## src/rtl/dmem_arbiter.sv

```systemverilog
// Two-port round-robin arbiter in front of a single data memory port.
// Illegal/misaligned requests are answered with an error and never reach the memory.

module dmem_req_check (
   input  logic [1:0] addr_lo,
   input  logic [2:0] op,
   input  logic       we,
   output logic       illegal
);
   always_comb begin
      illegal = 1'b0;
      case (op)
         3'd0:    illegal = 1'b0;
         3'd1:    illegal = addr_lo[0];
         3'd2:    illegal = (addr_lo != 2'b00);
         3'd4:    illegal = we;
         3'd5:    illegal = we | addr_lo[0];
         default: illegal = 1'b1;
      endcase
   end
endmodule

module dmem_arbiter #(
   parameter int addrWidth = 32,
   parameter int dataWidth = 32
) (
   input  logic                 clk,
   input  logic                 rstn,
   input  logic [1:0]           reqValid,
   output logic [1:0]           reqReady,
   input  logic [addrWidth-1:0] reqAddr0,
   input  logic [addrWidth-1:0] reqAddr1,
   input  logic [dataWidth-1:0] reqWdata0,
   input  logic [dataWidth-1:0] reqWdata1,
   input  logic [2:0]           reqOp0,
   input  logic [2:0]           reqOp1,
   input  logic [1:0]           reqWe,
   output logic [1:0]           respValid,
   output logic [dataWidth-1:0] respRdata,
   output logic                 respErr,
   output logic [addrWidth-1:0] memAddr,
   output logic [dataWidth-1:0] memDin,
   output logic [2:0]           memOp,
   output logic                 memWe,
   input  logic [dataWidth-1:0] memDout
);
   typedef enum logic [1:0] {IDLE, ACCESS, RESP} state_t;

   typedef struct packed {
      logic [addrWidth-1:0] addr;
      logic [dataWidth-1:0] wdata;
      logic [2:0]           op;
      logic                 we;
   } req_t;

   state_t state;
   logic   last_gnt;
   logic   lat_port;
   logic   lat_we;

   logic [1:0][addrWidth-1:0] port_addr;
   logic [1:0][dataWidth-1:0] port_wdata;
   logic [1:0][2:0]           port_op;
   logic [1:0]                port_ill;

   assign port_addr  = {reqAddr1, reqAddr0};
   assign port_wdata = {reqWdata1, reqWdata0};
   assign port_op    = {reqOp1, reqOp0};

   for (genvar p = 0; p < 2; p++) begin : g_chk
      dmem_req_check u_chk (
         .addr_lo (port_addr[p][1:0]),
         .op      (port_op[p]),
         .we      (reqWe[p]),
         .illegal (port_ill[p])
      );
   end

   // Under contention the port that did not win last time goes first.
   logic win;
   logic any_req;
   logic grant_ok;
   req_t win_req;

   always_comb begin
      win = reqValid[1];
      if (reqValid == 2'b11) win = ~last_gnt;
   end

   assign any_req  = |reqValid;
   assign grant_ok = rstn && (state == IDLE) && any_req;
   assign reqReady = {grant_ok & win, grant_ok & ~win};

   assign win_req.addr  = port_addr[win];
   assign win_req.wdata = port_wdata[win];
   assign win_req.op    = port_op[win];
   assign win_req.we    = reqWe[win];

   // Memory read data arrives in RESP, so loads forward it combinationally.
   assign respRdata = (state == RESP && !respErr && !lat_we) ? memDout : '0;

   always_ff @(posedge clk or negedge rstn) begin
      if (!rstn) begin
         state     <= IDLE;
         last_gnt  <= 1'b1;
         lat_port  <= 1'b0;
         lat_we    <= 1'b0;
         memAddr   <= '0;
         memDin    <= '0;
         memOp     <= 3'd2;
         memWe     <= 1'b0;
         respValid <= 2'b00;
         respErr   <= 1'b0;
      end else begin
         case (state)
            IDLE: begin
               respValid <= 2'b00;
               respErr   <= 1'b0;
               if (any_req) begin
                  last_gnt <= win;
                  lat_port <= win;
                  lat_we   <= win_req.we;
                  memAddr  <= win_req.addr;
                  memDin   <= win_req.wdata;
                  memOp    <= win_req.op;
                  if (port_ill[win]) begin
                     state     <= RESP;
                     respValid <= {win, ~win};
                     respErr   <= 1'b1;
                  end else begin
                     state <= ACCESS;
                     memWe <= win_req.we;
                  end
               end
            end
            ACCESS: begin
               memWe     <= 1'b0;
               state     <= RESP;
               respValid <= {lat_port, ~lat_port};
               respErr   <= 1'b0;
            end
            RESP: begin
               respValid <= 2'b00;
               respErr   <= 1'b0;
               state     <= IDLE;
            end
            default: begin
               memWe <= 1'b0;
               state <= IDLE;
            end
         endcase
      end
   end
endmodule

```

## config.mk

```make
export PLATFORM = sky130hd
export DESIGN_NAME = dmem_arbiter
export DESIGN_NICKNAME = d
export VERILOG_FILES = /design/src/rtl/dmem_arbiter.sv
export SDC_FILE = /design/constraint.sdc
export NUM_CORES = 1
export LEC_CHECK = 0
export BUFFER_PORTS_ARGS = -buffer_cell sky130_fd_sc_hd__buf_2
export CAP_MARGIN = 20
export CORE_ASPECT_RATIO = 0.75
export CORE_MARGIN = 8
export CORE_UTILIZATION = 25
export CTS_CLUSTER_SIZE = 25
export DETAILED_ROUTE_END_ITERATION = 10
export PLACE_DENSITY = 0.5
export SETUP_SLACK_MARGIN = 0.05
export SYNTH_ARGS = -nofsm -noshare
export SYNTH_HDL_FRONTEND = slang
export SYNTH_SLANG_ARGS = --single-unit
```

## constraint.sdc

```tcl
create_clock -name clk -period 3.4 [get_ports clk]
set_clock_uncertainty 0.2 [all_clocks]
set_input_delay 0.51 -clock clk [delete_from_list [all_inputs] [get_ports clk]]
set_output_delay 0.51 -clock clk [all_outputs]
set_load 0.005 [all_outputs]
```

Yosys cells after proc, flatten, opt, wreduce, memory -nomap -nowiden
Index checks and enable logic that the tools add are counted.

Register bits: 76. Input port bits: 172. Output and inout port bits: 105. Word-level logic and storage cells: 75.

$lt $le $gt $ge: 1. Equal/unequal tests: 13. Mux-type cells: 26. Bitwise gates (word level): 8. Reduce and logical (&&, ||, !) cells: 17.

Operator list (number): $mux W32 (5); $eq A3 B3 Y1 const B (4); $pmux W1 S5 (2); $mux W1 (9); $mux W2 (4); $eq A3 B1 Y1 const B (2); $eq A3 B2 Y1 const B (2); $logic_not A3 Y1 (2); $mux W3 (2); $pmux W2 S3 (1); $reduce_bool A2 Y1 (3); $eq A2 B2 Y1 const B (2); $logic_and A1 B1 Y1 (4); $ne A2 B2 Y1 const B (2); $not A1 Y1 (4); $pmux W1 S2 (2); $pmux W2 S2 (1); $reduce_or A2 Y1 (2); $reduce_and A3 Y1 (1); $reduce_bool A3 Y1 (1); $and A1 B1 Y1 (2); $eq A2 B1 Y1 const B (1); $logic_not A1 Y1 (2); $logic_not A2 Y1 (1); other kinds (3) (4).

Depth between registers and ports, before layout
Word-level depth: 7. Depth in mapped cells: 9. Mapped depth without buffers: 5.

Modules after synthesis
Synthesis repeated with hierarchy kept, for this count alone.

Cell total of the unflattened synthesis: 385. Area, all modules: 3878.7 µm².

Modules (own cells, without submodules): dmem_arbiter (times used 1, cells each 379, area an instance 3828.7 µm², sequential area each 1904.3 µm²); dmem_req_check (times used 2, cells each 3, area an instance 25.0 µm², sequential area each 0.0 µm²).

Least setup slack after synthesis
Ideal clock, no wire load.

Path kind: flip-flop to output port. From: register state[0]. To: output reqReady[0]. Arrival time: 1.557 ns. Required time: 2.690 ns. Slack: 1.133 ns. Cell stages (with the launch flop): 8. Path buffers: 3. Path through: dfrtp_1 > inv_1 > ha_1 > clkbuf_1 > o21ai_1 > buf_2 > clkbuf_1 > nor3b_1.

Cells in the longest elaborated chain, start to end: 4.

RTL lines: start: declaration (RTL line 56) `state_t state;`; start signal: assignment (RTL line 104) `state <= IDLE;`; start signal: assignment (RTL line 127) `state <= RESP;`; start signal: assignment (RTL line 131) `state <= ACCESS;`; $logic_not A2 Y1 (RTL line 91) `assign grant_ok = rstn && (state == IDLE) && any_req;`; $logic_and A1 B1 Y1 (2 in a row) (RTL line 91); $and A1 B1 Y1 (RTL line 92) `assign reqReady = {grant_ok & win, grant_ok & ~win};`; end: declaration (RTL line 30) `output logic [1:0] reqReady,`.

Every way passes these cells.

Final worst setup path
From: input rstn. To: output reqReady[0].

Cells in the longest elaborated chain, start to end: 3.

RTL lines: start: declaration (RTL line 28) `input logic rstn,`; $logic_and A1 B1 Y1 (2 in a row) (RTL line 91); $and A1 B1 Y1 (RTL line 92).

Every way passes these cells.

==> reports/results.tsv <==
metric	value	unit
Global Route Usage Sum	14.1	%
Sw Share	36.8	%
cell count of the worst reg-to-reg path	5	
sequential fraction of the synthesis area	50.0	%
Setup crit end	reqReady[0]	
Reg power frac	36.8	%
total gr overflow	0	
clock power share	21.2	%
fraction of layout cells with a size suffix above 1	47.2	%
first-pass GRT wire length	21.3	mm
startpoint types	input pin	
IO buf count	276	
run status	finished, final reports clean	
Rows	39	
count leader, synth	dfrtp_1	
hold slack	248	ps
cell area after synthesis	0.00381	mm2
H-tree depth	3	
crit path cell chain	dlygate4sd3_1 -> buf_4 -> nor3b_1 -> buf_2	
final setup TNS	0	ps
sum of net half-perimeters after detailed placement	11.5	mm
clock buffer depth	2	
vias in the first global route	4102	
Critical Path RT	2690	ps
largest net degree at the start of global routing	138	
CTS sink count	76	
Tot Pwr	0.00434	W
number of synthesized flops with an enable pin	0	
Distinct cells, synth	32	
ys async rst share	100	%
Post-Syn Instances	382	
Primary FF master, synth	dfrtp_1	
Syn. warnings	0	
Slew HR	57.5	%
RD Place Congestion	0.992	
Post-Syn Nets	558	
first-pass iteration count of the detailed router	4	
Critical Path Stages	4	
internal power	0.00274	W
flop2flop setup slack	1440	ps
Data arrival, critical path	1940	ps
Post-route DRC	0	
clk slew on worst S/H paths	60	ps
post-route cell area	0.00573	mm2
Worst Path Class, Setup	in -> out	
clock buffer count from CTS	9	
CP startpoint	rstn	
P_leak	3.07	nW
Final setup viols	0	
CP top delay family	buffers and inverters	
Slew Limit Fails	0	
Routed WL	14.2	mm
total number of vias	3721	
core box area	0.0151	mm2
Worst Path Buf+Inv	3	
Crit-path slowest cell	dlygate4sd3_1	
top cells by count, synth	dfrtp_1 (74), nand2_1 (72), o21ai_0 (72)	
RSZ-0062 raised after global routing	false	
max-cap violations	0	
Switch Pwr	0.00160	W
drt first-iter violations	166	
die height	123	um
synthesized area per cell	9.97	um2
layout overhead on the synthesized area	50.4	%
Worst Max-Slew Pin Slew	638	ps
CP Max Fanout	29	
Max IR drop VDD	264	uV
Vias/cell	4.33	
Chip Width	159	um
antenna-violating nets left	0	
Min Clock Period, post-route	2650	ps
ANT cells	0	
final hold violation count	0	
io pins	277	
post-layout net count	827	
Cell Pwr Density	757	mW/mm2
part of the power in combinational logic	42.0	%
top post-synthesis cells by area	dfrtp_1 (49%), mux2i_1 (18%), o21ai_0 (9.5%)	
Root Driver	clkbuf_16	
period utilisation layout	78.0	%
share of the synthesized area in the top cell type	48.6	%
clock latency on the worst-skew pair	330	ps
starting density of the core	25.3	%
crit-path max cell delay	540	ps
Max Fclk	377	MHz
crit end category	output port	
CTS tree	done	
hold crit path type	in -> reg	
WL/cell	16.5	um
placed inst area	0.00544	mm2
post-synth top area cell	dfrtp_1	
initial antenna violation count	1	
die area	0.0195	mm2
Setup Buffers After CTS	0	
Seq cells post-synth	76	
R2R Path End	memWe$_DFFE_PN0P_	
RR Startpoint	last_gnt$_DFFE_PN1P_	
power by group through the flow:
stage | registers, W | clock network [W] | logic (W)
final | 0.00160 | 0.000921 | 0.00182
after global routing | 0.00167 | 0.00100 | 0.00207
after CTS | 0.00161 | 0.000963 | 0.00188
after detailed placement | 0.00161 | 0 | 0.00188
after global placement | 0.00159 | 0 | 0.00185
after floorplan | 0.00163 | 0 | 0.000890
registers in the layout, indices dropped and copies added (netlist names):
signal,cells
memAddr,32
memDin,32
memOp,3
respValid,2
state,2
last_gnt,1
lat_port,1
lat_we,1
memWe,1
respErr,1
layer usage:
metal | global-route usage (%) | vias up | share of wire [%]
li1 | - | 1846 | -
met1 | 14.8 | 1690 | 38
met2 | 26.1 | 166 | 50
met3 | 4.99 | 17 | 9.6
met4 | 4.76 | 2 | 2.0
met5 | 0 | - | 0.056
layout by cell type (no fill, tap or decap), drive strengths merged, types with 2 or more instances in the layout:
master  netlist  final
buf           9    284
dfrtp        74     74
o21ai        74     74
nand2        72     72
mux2i        68     68
and2         33     33
clkbuf       18     10
inv           4      4
ha            4      4
clkinv        0      4
a31oi         3      3
nor2          2      2
dfstp         2      2
nor3b         2      2
a221o         2      2
or4           2      2
nand3         2      2
a22o          2      2
timing repair:
action | CTS | global route
setup endpoints to repair | 0 | 0
gates resized for setup | 0 | 0
hold buffers | 1 | 0
endpoints found under the hold margin | 25 | 0
final cells by class:
cell class	instances	area (um2)
Fill cell	1549	9350
Multi-Input combinational cell	275	1800
Clock buffer	10	229
Tap cell	205	256
Inverter	4	15.0
Clock inverter	5	53.8
Timing Repair Buffer	285	1470
Sequential cell	76	1900
cells by family after synthesis:
logic type | count (synthesis) | share of synthesized area (%)
AND/OR/NAND/NOR | 117 | 14.6
flip-flops | 76 | 50.0
AO/OA/AOI/OAI | 86 | 12.8
adder cells (fa/ha/maj) | 4 | 1.31
multiplexers | 68 | 17.9
buffers and inverters | 31 | 3.35
worst min path at each step:
stage          slack (ps)  depth (start not counted)                   start                endpoint
2_1_floorplan          10                          0                    rstn    lat_port$_DFFE_PN0P_
3_3_place_gp          260                          2   memDin[8]$_DFFE_PN0P_   memDin[8]$_DFFE_PN0P_
3_5_place_dp          270                          2  memDin[19]$_DFFE_PN0P_  memDin[19]$_DFFE_PN0P_
4_1_cts               230                          2             reqValid[0]    last_gnt$_DFFE_PN1P_
5_1_grt               250                          3             reqAddr0[3]  memAddr[3]$_DFFE_PN0P_
6_report              250                          2             reqValid[0]    last_gnt$_DFFE_PN1P_
per-stage QoR:
stage | cells | worst slack, ps | util, %
after CTS | 860 | 657 | 38.0
after detailed placement | 844 | 1070 | 36.1
after global routing | 860 | 624 | 38.0
final | 860 | 749 | 38.0
after global placement | 844 | 1090 | 36.1
after floorplan | 382 | 1130 | -
Note: power is estimated with default switching activity, not from simulation.
